==> src/rtl/adder_pkg.sv <==
// Shared constants and parameter helpers for the pipelined adder family.
package adder_pkg;

    localparam int unsigned DefaultWidth = 8;
    localparam int unsigned DefaultSeg   = 2;

    function automatic int unsigned num_stages(int unsigned width, int unsigned seg);
        return (seg == 0) ? 1 : width / seg;
    endfunction

    function automatic bit params_ok(int unsigned width, int unsigned seg);
        return (seg != 0) && (width >= seg) && ((width % seg) == 0);
    endfunction

endpackage

==> src/rtl/adder_seg.sv <==
// Combinational SEG-bit ripple slice; also exposes the carry into its MSB so the
// top stage can derive signed overflow.
module adder_seg #(
    parameter int unsigned SEG = 2
) (
    input  logic [SEG-1:0] a,
    input  logic [SEG-1:0] b,
    input  logic           ci,
    output logic [SEG-1:0] s,
    output logic           co,
    output logic           c_msb
);

    logic [SEG:0] c;

    always_comb begin
        c    = '0;
        s    = '0;
        c[0] = ci;
        for (int i = 0; i < SEG; i++) begin
            s[i]     = a[i] ^ b[i] ^ c[i];
            c[i+1]   = (a[i] & b[i]) | (c[i] & (a[i] ^ b[i]));
        end
    end

    assign co    = c[SEG];
    assign c_msb = c[SEG-1];

endmodule

==> src/rtl/pipe_adder.sv <==
// Pipelined add/subtract: one SEG-bit slice per stage, carry registered between
// stages, operands skewed in and sum segments deskewed so results emerge aligned.
module pipe_adder
    import adder_pkg::*;
#(
    parameter int unsigned WIDTH = DefaultWidth,
    parameter int unsigned SEG   = DefaultSeg
) (
    input  logic             clk,
    input  logic             rst,
    input  logic             in_valid,
    output logic             in_ready,
    input  logic [WIDTH-1:0] A,
    input  logic [WIDTH-1:0] B,
    input  logic             Cin,
    input  logic             Sub,
    output logic             out_valid,
    input  logic             out_ready,
    output logic [WIDTH-1:0] Sum,
    output logic             Cout,
    output logic             Ovf
);

    localparam int unsigned STAGES = num_stages(WIDTH, SEG);

    if (!params_ok(WIDTH, SEG)) begin : g_param_check
        $error("pipe_adder: WIDTH must be a non-zero multiple of SEG");
    end

    logic             stall;
    logic             accept;
    logic [WIDTH-1:0] bx;
    logic             c0;

    logic [WIDTH-1:0] sum_q;
    logic             cout_q;
    logic             ovf_q;
    logic             out_valid_q;

    assign stall    = out_valid_q && !out_ready;
    assign in_ready = !stall;
    assign accept   = in_valid && in_ready;

    // Subtraction as A + ~B + ~borrow.
    assign bx = Sub ? ~B : B;
    assign c0 = Sub ^ Cin;

    for (genvar k = 0; k < STAGES; k++) begin : g_stage
        localparam int unsigned Lo = k * SEG;

        // Operand bits still to be consumed, and sum bits finished so far.
        logic [WIDTH-1:Lo]    a_cur;
        logic [WIDTH-1:Lo]    bx_cur;
        logic                 c_cur;
        logic                 v_cur;
        logic [Lo+SEG-1:0]    done;
        logic [SEG-1:0]       seg_s;
        logic                 seg_co;
        logic                 seg_cm;

        if (k == 0) begin : g_in
            assign a_cur  = A;
            assign bx_cur = bx;
            assign c_cur  = c0;
            assign v_cur  = accept;
            assign done   = seg_s;
        end else begin : g_in
            assign a_cur  = g_stage[k-1].g_reg.a_q;
            assign bx_cur = g_stage[k-1].g_reg.bx_q;
            assign c_cur  = g_stage[k-1].g_reg.c_q;
            assign v_cur  = g_stage[k-1].g_reg.v_q;
            assign done   = {seg_s, g_stage[k-1].g_reg.part_q};
        end

        adder_seg #(
            .SEG(SEG)
        ) u_seg (
            .a    (a_cur[Lo+:SEG]),
            .b    (bx_cur[Lo+:SEG]),
            .ci   (c_cur),
            .s    (seg_s),
            .co   (seg_co),
            .c_msb(seg_cm)
        );

        if (k < STAGES - 1) begin : g_reg
            logic [WIDTH-1:Lo+SEG] a_q;
            logic [WIDTH-1:Lo+SEG] bx_q;
            logic [Lo+SEG-1:0]     part_q;
            logic                  c_q;
            logic                  v_q;
            logic                  unused_cm;

            assign unused_cm = seg_cm;

            always_ff @(posedge clk) begin
                if (rst) begin
                    v_q <= 1'b0;
                end else if (!stall) begin
                    v_q    <= v_cur;
                    a_q    <= a_cur[WIDTH-1:Lo+SEG];
                    bx_q   <= bx_cur[WIDTH-1:Lo+SEG];
                    part_q <= done;
                    c_q    <= seg_co;
                end
            end
        end else begin : g_out
            // Signed overflow: carry into the MSB differs from carry out of it.
            always_ff @(posedge clk) begin
                if (rst) begin
                    out_valid_q <= 1'b0;
                    sum_q       <= '0;
                    cout_q      <= 1'b0;
                    ovf_q       <= 1'b0;
                end else if (!stall) begin
                    out_valid_q <= v_cur;
                    sum_q       <= done;
                    cout_q      <= seg_co;
                    ovf_q       <= seg_co ^ seg_cm;
                end
            end
        end
    end

    assign out_valid = out_valid_q;
    assign Sum       = sum_q;
    assign Cout      = cout_q;
    assign Ovf       = ovf_q;

endmodule
==> config.mk <==
export PLATFORM = sky130hd
export DESIGN_NAME = pipe_adder
export DESIGN_NICKNAME = d
export VERILOG_FILES = /design/src/rtl/adder_pkg.sv /design/src/rtl/adder_seg.sv /design/src/rtl/pipe_adder.sv
export SDC_FILE = /design/constraint.sdc
export NUM_CORES = 1
export LEC_CHECK = 0
export BUFFER_PORTS_ARGS = -buffer_cell sky130_fd_sc_hd__buf_2
export CAP_MARGIN = 10
export CORE_ASPECT_RATIO = 0.6
export CORE_MARGIN = 1.5
export CORE_UTILIZATION = 31
export CTS_BUF_LIST = sky130_fd_sc_hd__clkbuf_8
export CTS_CLUSTER_DIAMETER = 40
export DETAILED_ROUTE_END_ITERATION = 12
export GPL_TIMING_DRIVEN = 0
export SLEW_MARGIN = 20
export SYNTH_ARGS = -nofsm -noshare
export SYNTH_HDL_FRONTEND = slang
export SYNTH_SLANG_ARGS = --single-unit
export TNS_END_PERCENT = 50
==> constraint.sdc <==
create_clock -name clk -period 4.85 [get_ports clk]
set_clock_uncertainty 0.15 [all_clocks]
set_input_delay 0.2425 -clock clk [delete_from_list [all_inputs] [get_ports clk]]
set_output_delay 0.2425 -clock clk [all_outputs]
set_load 0.02 [all_outputs]
* Yosys cells after proc, flatten, opt, wreduce, memory -nomap -nowiden *
Cells that the tools add are included.

word-level totals
  bits in registers = 53
  input port bits = 22
  output and inout port bits = 12
  logic and storage cells = 70

cells by class
  muxes and demuxes = 1
  bitwise operators = 45
  reductions and logical operators = 5

operators by type and width
  operator             count
  bitwise XOR 1 bit    18
  bitwise AND 1 bit    16
  2-to-1 mux 8 bit     1
  NOT 8 bit            1
  OR 1 bit             8
  logical AND 1 bit    2
  logical NOT 1 bit    2
  NOT 1 bit            2
  AND reduction 2 bit  1

* Depth between registers and ports, before layout *
Gate-level depths: netlist of run 1.

  depth after elaboration = 7
  depth in mapped cells = 5
  mapped depth without buffers = 5

* By module *
A second synthesis of run 1 with hierarchy kept.

unflattened totals
  cells, all modules = 118
  area, all modules = 1923.1 µm²

by module, submodules not included
  module      times used  area an instance (µm²)  sequential area each (µm²)  cells each
  pipe_adder  1           1762.9                  1451.4                      110
  adder_seg   4           40.0                    0.0                         2

* Least setup slack after synthesis of run 1 *
No wires, ideal clock.

  path kind = register -> register
  start = register out_valid_q, in the netlist out_valid
  end = register g_stage[0].g_reg.a_q[2] (netlist bit) (enable)
  path slack = 1.937 ns
  buffers on the path = 1
  data required time = 4.265 ns
  clock period less this slack = 2.913 ns
  cell stages (with the launch flop) = 4
  setup time = 0.435 ns
  arrival = 2.328 ns
  cells stage by stage = dfxtp_1 nor2b_4 buf_4 nor2_1

between the ends
  cells in the longest elaborated chain, start to end = 3

RTL lines
  what                           RTL line           text
  start: declaration             pipe_adder.sv:38   logic out_valid_q;
  start signal: assignment       pipe_adder.sv:116  out_valid_q <= v_cur;
  logical AND 1 bit              pipe_adder.sv:40   assign stall = out_valid_q && !out_ready;
  NOT 1 bit (no line)            --
  AND reduction 2 bit (no line)  --
  end signal: assignment         pipe_adder.sv:101  a_q <= a_cur[WIDTH-1:Lo+SEG];
  end: declaration               pipe_adder.sv:87   logic [WIDTH-1:Lo+SEG] a_q;

Every way passes these cells.
A chain may end at the register's enable or synchronous reset.

* Final worst setup path of run 1 *
  start = register g_stage[2].g_reg.a_q[6] (netlist bit)
  end = register ovf_q, in the netlist Ovf

between the ends
  cells in the longest elaborated chain, start to end = 6
  elaborated cells on any way between the ends = 7
  those cells by class = bitwise: 7

RTL lines
  what                      RTL line           text
  start: declaration        pipe_adder.sv:87
  start signal: assignment  pipe_adder.sv:101
  bitwise XOR 1 bit         adder_seg.sv:22    c[i+1] = (a[i] & b[i]) | (c[i] & (a[i] ^ b[i]));
  bitwise AND 1 bit         adder_seg.sv:22
  OR 1 bit (*)              adder_seg.sv:22
  bitwise AND 1 bit         adder_seg.sv:22
  OR 1 bit                  adder_seg.sv:22
  bitwise XOR 1 bit (*)     pipe_adder.sv:119  ovf_q <= seg_co ^ seg_cm;
  end signal: assignment    pipe_adder.sv:119
  end: declaration          pipe_adder.sv:37   logic ovf_q;

Every way passes the cells marked *; elsewhere a longest branch is shown, timed or not.

==> impl_summary.md, run 1 <==
Cells and area
Cells fill between 30 and 40% of the core in the end. The layout filler cell count is between 600 and 700. The share of cells above drive strength 1 is between 20% and 30%. The number of nets in the layout is around 220. The repair_antennas step left the layout with diodes totalling 0.

From synthesis to final layout, the design area changed by 22.2%.

Route
Wires add up to roughly 2.8 mm. The post-detailed-route DRC marker count is 0. The count of nets left with antenna violations once routing finished came out at 0. The initial DRC count is 40. The post-detailed-route wirelength per cell is between 10 and 15 microns. The count of TritonRoute iterations in the first routing pass is 4. Across all layers, the routed design uses between 1000 and 1500 vias. After detailed routing, the number of vias per cell comes to around 3.8.

STA
For this run, the top clock speed supported by timing is 526 MHz. The final-report max-slew violation count was 0. The final count of hold timing violations is 0. The worst slew margin relative to its limit is between 50% and 60%. For the pin with the worst max-slew slack, the measured transition is around 0.62 ns.

Setup violations remaining at the end of the flow were counted as 0. The period utilization is 39.2%. The sum of negative setup slack is 0 ns. The minimum clock period is 1.90 ns. Setup repair after global routing left no endpoint under its margin.

Critical path
The worst flop-to-flop path endpoint is Ovf. The startpoint-to-endpoint class of the critical path is flip-flop to flip-flop. For the worst flop-to-flop path, the logic depth is 5. The worst setup path is launched from a flip-flop. In this run the worst path has a maximum fanout of 2. In this run the critical register-to-register path is launched from g_stage[2].g_reg.a_q[6].

The endpoint kind of the worst setup timing path is a flip-flop. In this run the worst setup path terminates at Ovf. The endpoint arrival time on the critical path is approximately 2.0 ns. For flop-to-flop paths, the worst setup slack is 2.95 ns.

For the worst setup path, the data required time is 4.93 ns. In this run the worst setup path begins at g_stage[2].g_reg.a_q[6].

Clock tree
Counting along the longest clock path gives a buffer depth of 2. Clock-pin slew was measured on the worst setup and hold paths at around 0.090 ns. The number of clock buffers inserted by TritonCTS is 5. For the worst-skew pair, the clock arrives at the later sink with an insertion delay of about 0.30 ns. The root buffer cell chosen for the clock tree is clkbuf_8. The number of sinks handled by clock tree synthesis is 53. The CTS H-tree depth is 2. The count of buffers added by post-CTS timing repair for setup is 0.

The TritonCTS clock tree is yes.

Global route
The initial antenna violation count is 0. Entering global routing, the biggest net connects 21 pins. The total global routing track utilization is around 8.7%. The total overflow left after global routing is 0.

The first global-routing pass estimated around 4.5 mm of wire. The number of global-route vias before repair came to approximately 1000.

Logic synthesis
The mean cell area of the mapped netlist is 14.6 sq um. The net count after synthesis is roughly 170. The number of storage elements in the synthesis netlist is 53. The number of warning messages in the yosys log is 0. Synthesis instantiated 15 different standard cells from the library.

The synthesized netlist cell count is ~140. Of the post-synthesis cell area, the dominant cell type holds between 50 and 60%. Summing every instance area after synthesis gives roughly 0.002 sq mm. By area the synthesized netlist is led by edfxtp_1 (58%), dfxtp_1 (14%), fa_1 (7.9%), inv_1 (4.4%), nand2_1 (3.3%). The cell taking the most area after synthesis is edfxtp_1. Sequential elements use 71.6% of the synthesized area.

Floorplanning
The effective utilization at floorplan is between 30 and 40%. The floorplan die height is 65.6 microns. The number of top-level pins is 34.

The horizontal die dimension is ~110 microns. Row generation in the floorplan step produced 22 rows. The floorplan core area is 0.00622 sq mm. The die covers 0.00705 sq mm.

Placed design
The final weighted congestion in routability-driven placement is 0.740. Input and output buffers added on the ports amount to 32. The post-detailed-placement half-perimeter wirelength is ~1.9 mm.

Job
The tool flagged a number of max-cap violations equal to 0.

Power
The total power draw is between 0.8 and 0.9 mW. The worst-case IR drop observed on VDD is 0.125 mV. In this run the power density over the cells is between 300 and 400 mW/mm^2. In this run the static leakage power is between 1 and 1.5 nW.

Status
The run finished with clean final reports.

Worst hold path
The class of the tightest hold or removal check is primary input to flip-flop.
## where the power goes
group          leakage (nW)  total, mW  internal [mW]  switching [mW]
Combinational         0.494     0.0946         0.0410          0.0536
Clock                0.0422      0.243          0.102           0.141
Sequential            0.497      0.545          0.533          0.0114
## worst min-delay path by stage
stage / cells after the start / from / slack [ns] / end
after floorplan: 1 / rst / 0.16 / Cout
after global placement: 0 / g_stage[0].g_reg.a_q[6] / 0.25 / g_stage[1].g_reg.a_q[6]
after detailed placement: 0 / g_stage[0].g_reg.bx_q[4] / 0.25 / g_stage[1].g_reg.bx_q[4]
after CTS: 3 / in_valid / 0.02 / g_stage[0].g_reg.v_q
after global routing: 3 / in_valid / 0.03 / g_stage[0].g_reg.v_q
final: 3 / in_valid / 0.03 / g_stage[0].g_reg.v_q
## Yosys cell counts, drive strengths merged
master	n
a211oi	4
a21oi	9
fa	8
edfxtp	39
xnor2	3
nor2	7
dfxtp	14
inv	25
xor2	7
nand2	18
buf	4
nor2b	1
## registers in the layout, summed over array words and instances, names as in the netlist
name	flops
g_stage.g_reg.c_q	3
g_stage.g_reg.v_q	3
Ovf	1
g_stage.g_reg.a_q	12
g_stage.g_reg.part_q	12
out_valid	1
Sum	8
g_stage.g_reg.bx_q	12
Cout	1
## cells by family (layout without fill, tap and decap cells)
kind of cell | after synthesis | in the layout | synth area share, %
flip-flops | 53 | 53 | 71.6
adder cells (fa/ha/maj) | 8 | 8 | 7.90
AND/OR/NAND/NOR | 26 | 26 | 5.31
buffers and inverters | 29 | 76 | 6.17
AO/OA/AOI/OAI | 13 | 13 | 4.69
XOR/XNOR | 10 | 10 | 4.32
## cell usage in the layout (no fill, tap or decap)
| cell type | instances |
|---|---|
| buf_16 | 1 |
| xnor2_1 | 3 |
| clkinvlp_4 | 1 |
| nand2_1 | 18 |
| buf_2 | 34 |
| edfxtp_1 | 39 |
| nor2_1 | 6 |
| nor2_4 | 1 |
| inv_1 | 24 |
| buf_6 | 1 |
| a21oi_1 | 9 |
| fa_1 | 8 |
| inv_6 | 1 |
| dfxtp_1 | 14 |
| dlygate4sd3_1 | 6 |
| clkbuf_8 | 5 |
| inv_4 | 1 |
| buf_4 | 1 |
| nor2b_4 | 1 |
| clkinv_1 | 1 |
| xor2_1 | 7 |
| a211oi_2 | 4 |
## what timing repair did
action / in CTS / in global routing
gates resized for setup: 0 / 0
hold buffers: 6 / 0
hold endpoints to repair: 6 / 0
## through the flow
step / hold WS [ns] / instances / cell area, sq um / setup WS (ns)
after floorplan: 0.157 / 139 / 2030 / 1.94
after CTS: 0.0184 / 270 / 2480 / 2.94
after detailed placement: 0.255 / 256 / 2330 / 2.92
after global routing: 0.0321 / 270 / 2480 / 2.89
after global placement: 0.252 / 255 / 2290 / 1.34
final: 0.0299 / 270 / 2480 / 2.95
## worst max-delay path, stage by stage, from the launching register on
cell	delay [ns]
edfxtp_1	0.33
inv_1	0.05
fa_1	0.48
fa_1	0.44
xnor2_1	0.17
a211oi_2	0.20
## final cells by class
cell class	instances	area [sq um]	area share (%)
Inverter	25	96.3	3.89
Sequential cell	53	1450	58.6
Timing Repair Buffer	39	248	10.0
Clock inverter	3	20.0	0.808
Buffer	4	28.8	1.16
Multi-Input combinational cell	57	458	18.5
Tap cell	84	105	4.24
Clock buffer	5	68.8	2.78
## per-layer routing
| metal | vias up | part of all wire (%) | GRT usage, % |
|---|---|---|---|
| met5 | - | 0 | 0 |
| met4 | 0 | 2.1 | 4.93 |
| li1 | 539 | - | - |
| met2 | 35 | 36 | 11.9 |
| met1 | 450 | 53 | 11.4 |
| met3 | 8 | 8.7 | 3.97 |
Power figures use the tool's default switching activity.
==> run 2: changes to the inputs <==
==> constraint.sdc (replaced) <==
create_clock -name clk -period 1.8 [get_ports clk]
set_clock_uncertainty 0.15 [all_clocks]
set_input_delay 0.09 -clock clk [delete_from_list [all_inputs] [get_ports clk]]
set_output_delay 0.09 -clock clk [all_outputs]
set_load 0.02 [all_outputs]
==> impl_summary.md, run 2 (same netlist as run 1, synthesis figures left out) <==
Clock tree
TritonCTS built the clock tree. The count of buffers added by post-CTS timing repair for setup was 0 (unchanged). The CTS H-tree depth is 2 (unchanged). The number of sinks handled by clock tree synthesis was 53 (unchanged). The clock latency on the worst-skew pair is 0.30 ns (about the same). The number of buffers on the longest clock path is 2 (unchanged). In this run the clock root is driven by a clkbuf_8. The clock-pin transition on the worst setup and hold timing paths is 0.09 ns (about the same). The number of clock buffers inserted by TritonCTS is 5 (unchanged).

Route
The post-detailed-route DRC marker count came to 0 (unchanged). The remaining number of nets flagged by the antenna check after routing is 0 (unchanged). The number of vias in the routed layout came to 1103 (+6.9%). The initial DRC count is 34 (-15%).

The post-detailed-route wirelength per cell is 10.6 microns (+4.0%). The wire length reported by the detailed router came to 2.97 mm (+7.9%). The ratio of routed vias to standard cells is 3.94 (+3.1%). The count of TritonRoute iterations in the first routing pass came to 4 (unchanged).

Power
The worst vdd rail ir drop was 0.331 mV (+160%). The power per unit of standard cell area is 973 mW/mm^2 (+170%). The leakage power figure came to 1.07 nW (+3.8%).

Cells and area
The largest registers in the layout are g_stage.g_reg.a_q x12, g_stage.g_reg.bx_q x12, g_stage.g_reg.part_q x12. The growth of design area from synthesis to finish is 28.1%. The final core utilization came to 41.7% (+1.9 points). The number of nets in the layout is 225 (+4.7%). The number of antenna repair diodes is 0 (unchanged). The share of cells above drive strength 1 is 28.6% (+1.2 points). The leading cell type in the layout, fill and taps excluded is edfxtp_1. The top cell types in the final layout, fill and taps aside, are edfxtp_1 (39), buf_2 (34), inv_1 (24).

Floorplanning
The floorplan core area is 0.00622 sq mm (unchanged). The number of cell rows was 22 (unchanged). The floorplan die height is 65.6 microns (unchanged). The area enclosed by the die boundary is 0.00705 sq mm (unchanged).

The number of top-level pins is 34 (unchanged). The horizontal die dimension was 107 microns (unchanged). The effective utilization at floorplan is 32.6% (unchanged).

Status
The run finished with clean final reports.

Worst hold path
The hold path startpoint is Sub. The class of the tightest hold or removal check is primary input to flip-flop. For hold timing, the worst endpoint is g_stage[0].g_reg.bx_q[7]. The number of stages on the worst hold path was 2 (-1).

STA
The count of final setup violators is 0 (unchanged). The period utilization is 97.4% (+58 points). The maximum achievable frequency is 571 MHz (+8.4%). The worst slew margin relative to its limit came to 61.6% (+3.2 points).

The final-report max-slew violation count was 0 (unchanged). The final worst hold slack is 0.0840 ns (+0.0541 ns). The final count of hold timing violations is 0 (unchanged). Setup repair after global routing could not meet its margin everywhere.

The transition time at the pin with the least slew margin was 0.575 ns (-0.0485 ns). The minimum clock period is 1.75 ns (-0.147 ns).

Critical path
The endpoint arrival time on the critical path is 1.84 ns (-0.14 ns). In this run the critical register-to-register path is launched from g_stage[2].g_reg.a_q[6]. The launching element type of the critical path is a flip-flop.

Among all stages on the critical path, the largest delay is contributed by fa_2. The register-to-register setup slack is 0.05 ns (-2.90 ns). The most frequent cell on the critical path is fa_2.

The critical-path maximum fanout is 2 (unchanged). The peak per-stage delay on the critical path came to 0.41 ns (-0.07 ns). The count of cells along the worst register-to-register path is 5 (unchanged).

The worst flop-to-flop path endpoint is Ovf. Walking the worst path, the cells encountered are inv_1 > fa_2 > fa_2 > xnor2_1 > a211oi_2. The endpoint kind of the worst setup timing path is a flip-flop. The startpoint of the worst setup timing path is g_stage[2].g_reg.a_q[6]. The worst setup path is of the flip-flop to flip-flop kind. The critical path data required time is 1.88 ns (-3.05 ns).

Global route
The first-pass GRT wire length is 4.66 mm (+2.6%). The number of global-route vias before repair is 1000 (+1.7%). The initial antenna violation count is 0 (unchanged). The pin count of the biggest net entering global routing is 21 (unchanged). The remaining global-route overflow was 0 (unchanged). The total global routing track utilization is 8.98% (+0.26 points).

Placed design
The count of input and output buffers is 32 (unchanged). The post-detailed-placement half-perimeter wirelength is 1.90 mm (+0.20%). The final weighted congestion in routability-driven placement is 0.693 (-6.4%).

Job
The max-capacitance violation count is 0 (unchanged).
## run 2: timing repair
item | CTS | global route
resized for setup | 2 | 3
endpoints found under the hold margin | 19 | 0
hold buffers | 16 | 0
pin swaps | 1 | 0
setup endpoints to repair | 40 | 3
gates cloned | 1 | 0
## run 2: layout make-up
class | instances | area [sq um]
Multi-Input combinational cell | 58 | 479
Fill cell | 592 | 3620
Timing Repair Buffer | 48 | 320
Sequential cell | 53 | 1450
Inverter | 25 | 96.3
Tap cell | 84 | 105
Clock inverter | 3 | 41.3
Buffer | 4 | 32.5
Clock buffer | 5 | 68.8
## run 2: per-stage QoR
| stage | total power [mW] | setup TNS, ns | worst slack (ns) | instances | instance area, sq um |
|---|---|---|---|---|---|
| 4_1_cts | 2.57 | -0.0295 | -0.0295 | 280 | 2590 |
| 3_3_place_gp | 1.73 | -6.47 | -0.165 | 255 | 2300 |
| 2_1_floorplan | 1.65 | 0 | 0.00795 | 139 | 2040 |
| 5_1_grt | 2.66 | -0.00647 | -0.00647 | 280 | 2600 |
| 3_5_place_dp | 1.74 | -6.51 | -0.167 | 255 | 2300 |
| 6_report | 2.53 | 0 | 0.0476 | 280 | 2600 |
## run 2: how the worst max path moves through the flow
stage / to / slack (ns) / depth (start not counted)
after floorplan: Ovf / 0.008 / 5
after global placement: g_stage[0].g_reg.a_q[5] / -0.17 / 3
after detailed placement: g_stage[0].g_reg.bx_q[5] / -0.17 / 3
after CTS: Ovf / -0.03 / 5
after global routing: Ovf / -0.006 / 5
final: Ovf / 0.05 / 5
## run 2: critical path: cells and delay by family (launching register included)
kind	cells	cell delay, ns
AOI/OAI and AO/OA	1	0.20
DFF	1	0.33
buffers and inverters	1	0.05
adders and majority gates	2	0.78
xor gates and xnor gates	1	0.16
## run 2: layer usage
layer,track usage (%),wire [microns]
met1,11.9,1490
met2,13.1,1240
met3,4.07,214
met4,2.96,31
met5,0,0
## run 2: power by group
group / internal (mW) / switching (mW)
Sequential: 1.44 / 0.0315
Combinational: 0.121 / 0.149
Clock: 0.410 / 0.379
==> run 3: changes to the inputs <==
--- a/config.mk
+++ b/config.mk
@@ -14,6 +14,7 @@
 export CTS_CLUSTER_DIAMETER = 40
 export DETAILED_ROUTE_END_ITERATION = 12
 export GPL_TIMING_DRIVEN = 0
+export SKIP_LAST_GASP = 1
 export SLEW_MARGIN = 20
 export SYNTH_ARGS = -nofsm -noshare
 export SYNTH_HDL_FRONTEND = slang
==> constraint.sdc (replaced) <==
create_clock -name clk -period 1.89 [get_ports clk]
set_clock_uncertainty 0.15 [all_clocks]
set_input_delay 0.0945 -clock clk [delete_from_list [all_inputs] [get_ports clk]]
set_output_delay 0.0945 -clock clk [all_outputs]
set_load 0.02 [all_outputs]
==> impl_summary.md, run 3 (same netlist as run 1, synthesis figures left out) <==
Clock tree
The TritonCTS clock tree is yes. The number of buffers on the longest clock path was 2 (unchanged). The clock tree root buffer cell is clkbuf_8. The number of sinks handled by clock tree synthesis was 53 (unchanged).

The clock-pin transition on the worst setup and hold timing paths is 0.09 ns (about the same). The CTS H-tree depth is 2 (unchanged). The clock latency on the worst-skew pair is 0.30 ns (about the same). The number of clock buffers inserted by TritonCTS is 5 (unchanged).

Global route
The total global routing track utilization came to 9.10% (+0.12 points). The number of global-route vias before repair came to 1033 (+3.3%). The pin count of the biggest net entering global routing is 21 (unchanged). The first-pass GRT wire length is 4.71 mm (+1.2%).

The initial antenna violation count is 0 (unchanged). The remaining global-route overflow is 0 (unchanged).

STA
The count of final setup violators is 0 (unchanged). The final count of hold timing violations is 0 (unchanged). The period utilization came to 99.7% (+2.3 points). The maximum achievable frequency is 531 MHz (-7.0%). Setup repair after global routing could not meet its margin everywhere. The final-report max-slew violation count came to 0 (unchanged). The minimum clock period was 1.88 ns (+0.132 ns). The setup slack after layout is 0.00606 ns (-0.0416 ns). The transition time at the pin with the least slew margin is 0.580 ns (+0.00476 ns). The final worst hold slack is 0.0935 ns (+0.00948 ns).

The worst slew margin relative to its limit is 61.3% (-0.32 points).

Cells and area
Leaving out fill and tap cells, the most frequent cell in the layout is edfxtp_1. The number of antenna repair diodes is 0 (unchanged). The growth of design area from synthesis to finish is 27.2%.

The library cells used most frequently in the layout, excluding fill and tap cells, are edfxtp_1 (39), buf_2 (34), inv_1 (25). The design area was 0.00258 sq mm (-0.72%). The share of cells above drive strength 1 is 25.5% (-3.1 points). The number of nets in the layout came to 225 (unchanged). In the final layout, the registers with the most flip-flops are g_stage.g_reg.a_q x12, g_stage.g_reg.bx_q x12, g_stage.g_reg.part_q x12.

Floorplanning
The floorplan core area came to 0.00622 sq mm (unchanged). The area enclosed by the die boundary came to 0.00705 sq mm (unchanged). The number of top-level pins is 34 (unchanged). The floorplan die height is 65.6 microns (unchanged).

The number of cell rows is 22 (unchanged). The effective utilization at floorplan is 32.6% (unchanged). The horizontal die dimension came to 107 microns (unchanged).

Job
The max-capacitance violation count is 0 (unchanged).

Route
The post-detailed-route DRC marker count is 0 (unchanged). The count of TritonRoute iterations in the first routing pass came to 3 (-1). The post-detailed-route wirelength per cell came to 10.7 microns (+0.61%). The ratio of routed vias to standard cells was 3.88 (-1.6%). The number of vias in the routed layout is 1085 (-1.6%). The initial DRC count is 33 (-2.9%). The wire length reported by the detailed router was 2.99 mm (+0.61%). The remaining number of nets flagged by the antenna check after routing is 0 (unchanged).

Worst hold path
The endpoint of the worst hold path is g_stage[0].g_reg.bx_q[7]. The number of stages on the worst hold path was 2 (unchanged). The hold path startpoint is Sub. The path class of the tightest hold or removal check is primary input to flip-flop.

Critical path
The reg-to-reg critical path startpoint is g_stage[2].g_reg.a_q[6]. The critical-path maximum fanout is 2 (unchanged). The count of cells along the worst register-to-register path is 5 (unchanged). The register-to-register setup slack was 0.006 ns (-0.04 ns). The worst setup path is captured at a flip-flop.

The critical path data required time is 1.97 ns (+0.09 ns). STA classifies the critical path startpoint as a flip-flop. The worst flop-to-flop path endpoint is Ovf. By startpoint and endpoint, the worst setup path is classified as flip-flop to flip-flop. The endpoint arrival time on the critical path is 1.97 ns (+0.13 ns).

Power
The worst vdd rail ir drop came to 0.289 mV (-13%). The total power draw is 2.40 mW (-5.2%). The leakage power figure is 1.08 nW (+0.94%). The power per unit of standard cell area came to 930 mW/mm^2 (-4.5%).

Placed design
The count of input and output buffers is 32 (unchanged). The cell area after placement came to 0.00230 sq mm (-0.22%). The post-detailed-placement half-perimeter wirelength is 1.90 mm (about the same). The final weighted congestion in routability-driven placement is 0.678 (-2.1%). The worst setup slack after placement was -0.0995 ns (+0.0675 ns).

Status
The run finished with clean final reports.
-- run 3: cell count changes in the layout (fill, tap and decap cells not counted), sizes merged --
cell / delta
clkinvlp: -1
inv: +1
-- run 3: worst max path at each step --
| stage | endpoint | from | cells after the start | slack, ns |
|---|---|---|---|---|
| floorplan | g_stage[0].g_reg.a_q[2] | out_valid | 3 | 0.08 |
| global placement | g_stage[0].g_reg.a_q[5] | out_valid | 3 | -0.08 |
| detailed placement | g_stage[0].g_reg.a_q[5] | out_valid | 3 | -0.1 |
| CTS | g_stage[2].g_reg.part_q[1] | out_valid | 3 | -0.01 |
| global route | Ovf | g_stage[2].g_reg.a_q[6] | 5 | -0.06 |
| finish | Ovf | g_stage[2].g_reg.a_q[6] | 5 | 0.006 |
-- run 3: layout make-up --
cell class,instances,area (sq um)
Buffer,4,28.8
Clock buffer,5,68.8
Clock inverter,3,37.5
Fill cell,603,3640
Inverter,25,96.3
Multi-Input combinational cell,58,469
Sequential cell,53,1450
Tap cell,84,105
Timing Repair Buffer,48,320
-- run 3: metal layers --
layer	up-vias	wire length (microns)	part of all wire, %	GRT usage (%)
li1	559	-	-	-
met1	493	1570	53	12.4
met2	31	1190	40	12.7
met3	2	201	6.7	3.87
met4	0	20	0.67	3.45
met5	-	0	0	0
-- run 3: repair_timing --
item,4_1_cts,5_1_grt
setup buffers,0,0
endpoints found under the setup margin,39,20
pin swaps,1,0
hold buffers,16,0
gates cloned,1,0
endpoints found under the hold margin,19,0
gates resized for setup,0,1
-- run 3: metrics by stage --
step | instances | TNS, ns | utilization [%]
2_1_floorplan | 139 | 0 | -
3_3_place_gp | 255 | -3.02 | 37.0
3_5_place_dp | 255 | -3.83 | 37.0
4_1_cts | 280 | -0.266 | 41.4
5_1_grt | 280 | -0.0555 | 41.4
6_report | 280 | 0 | 41.4
-- run 3: worst max-delay path, cell delays in order (launching register included) --
cell and delay, ns:
edfxtp_1 0.33, inv_1 0.05, fa_1 0.47, fa_1 0.43
xnor2_1 0.17, a211oi_2 0.21
-- run 3: report_power, final --
part | switching (mW) | total (mW) | internal (mW)
registers | 0.0295 | 1.40 | 1.37
logic | 0.143 | 0.257 | 0.114
clock network | 0.354 | 0.740 | 0.386
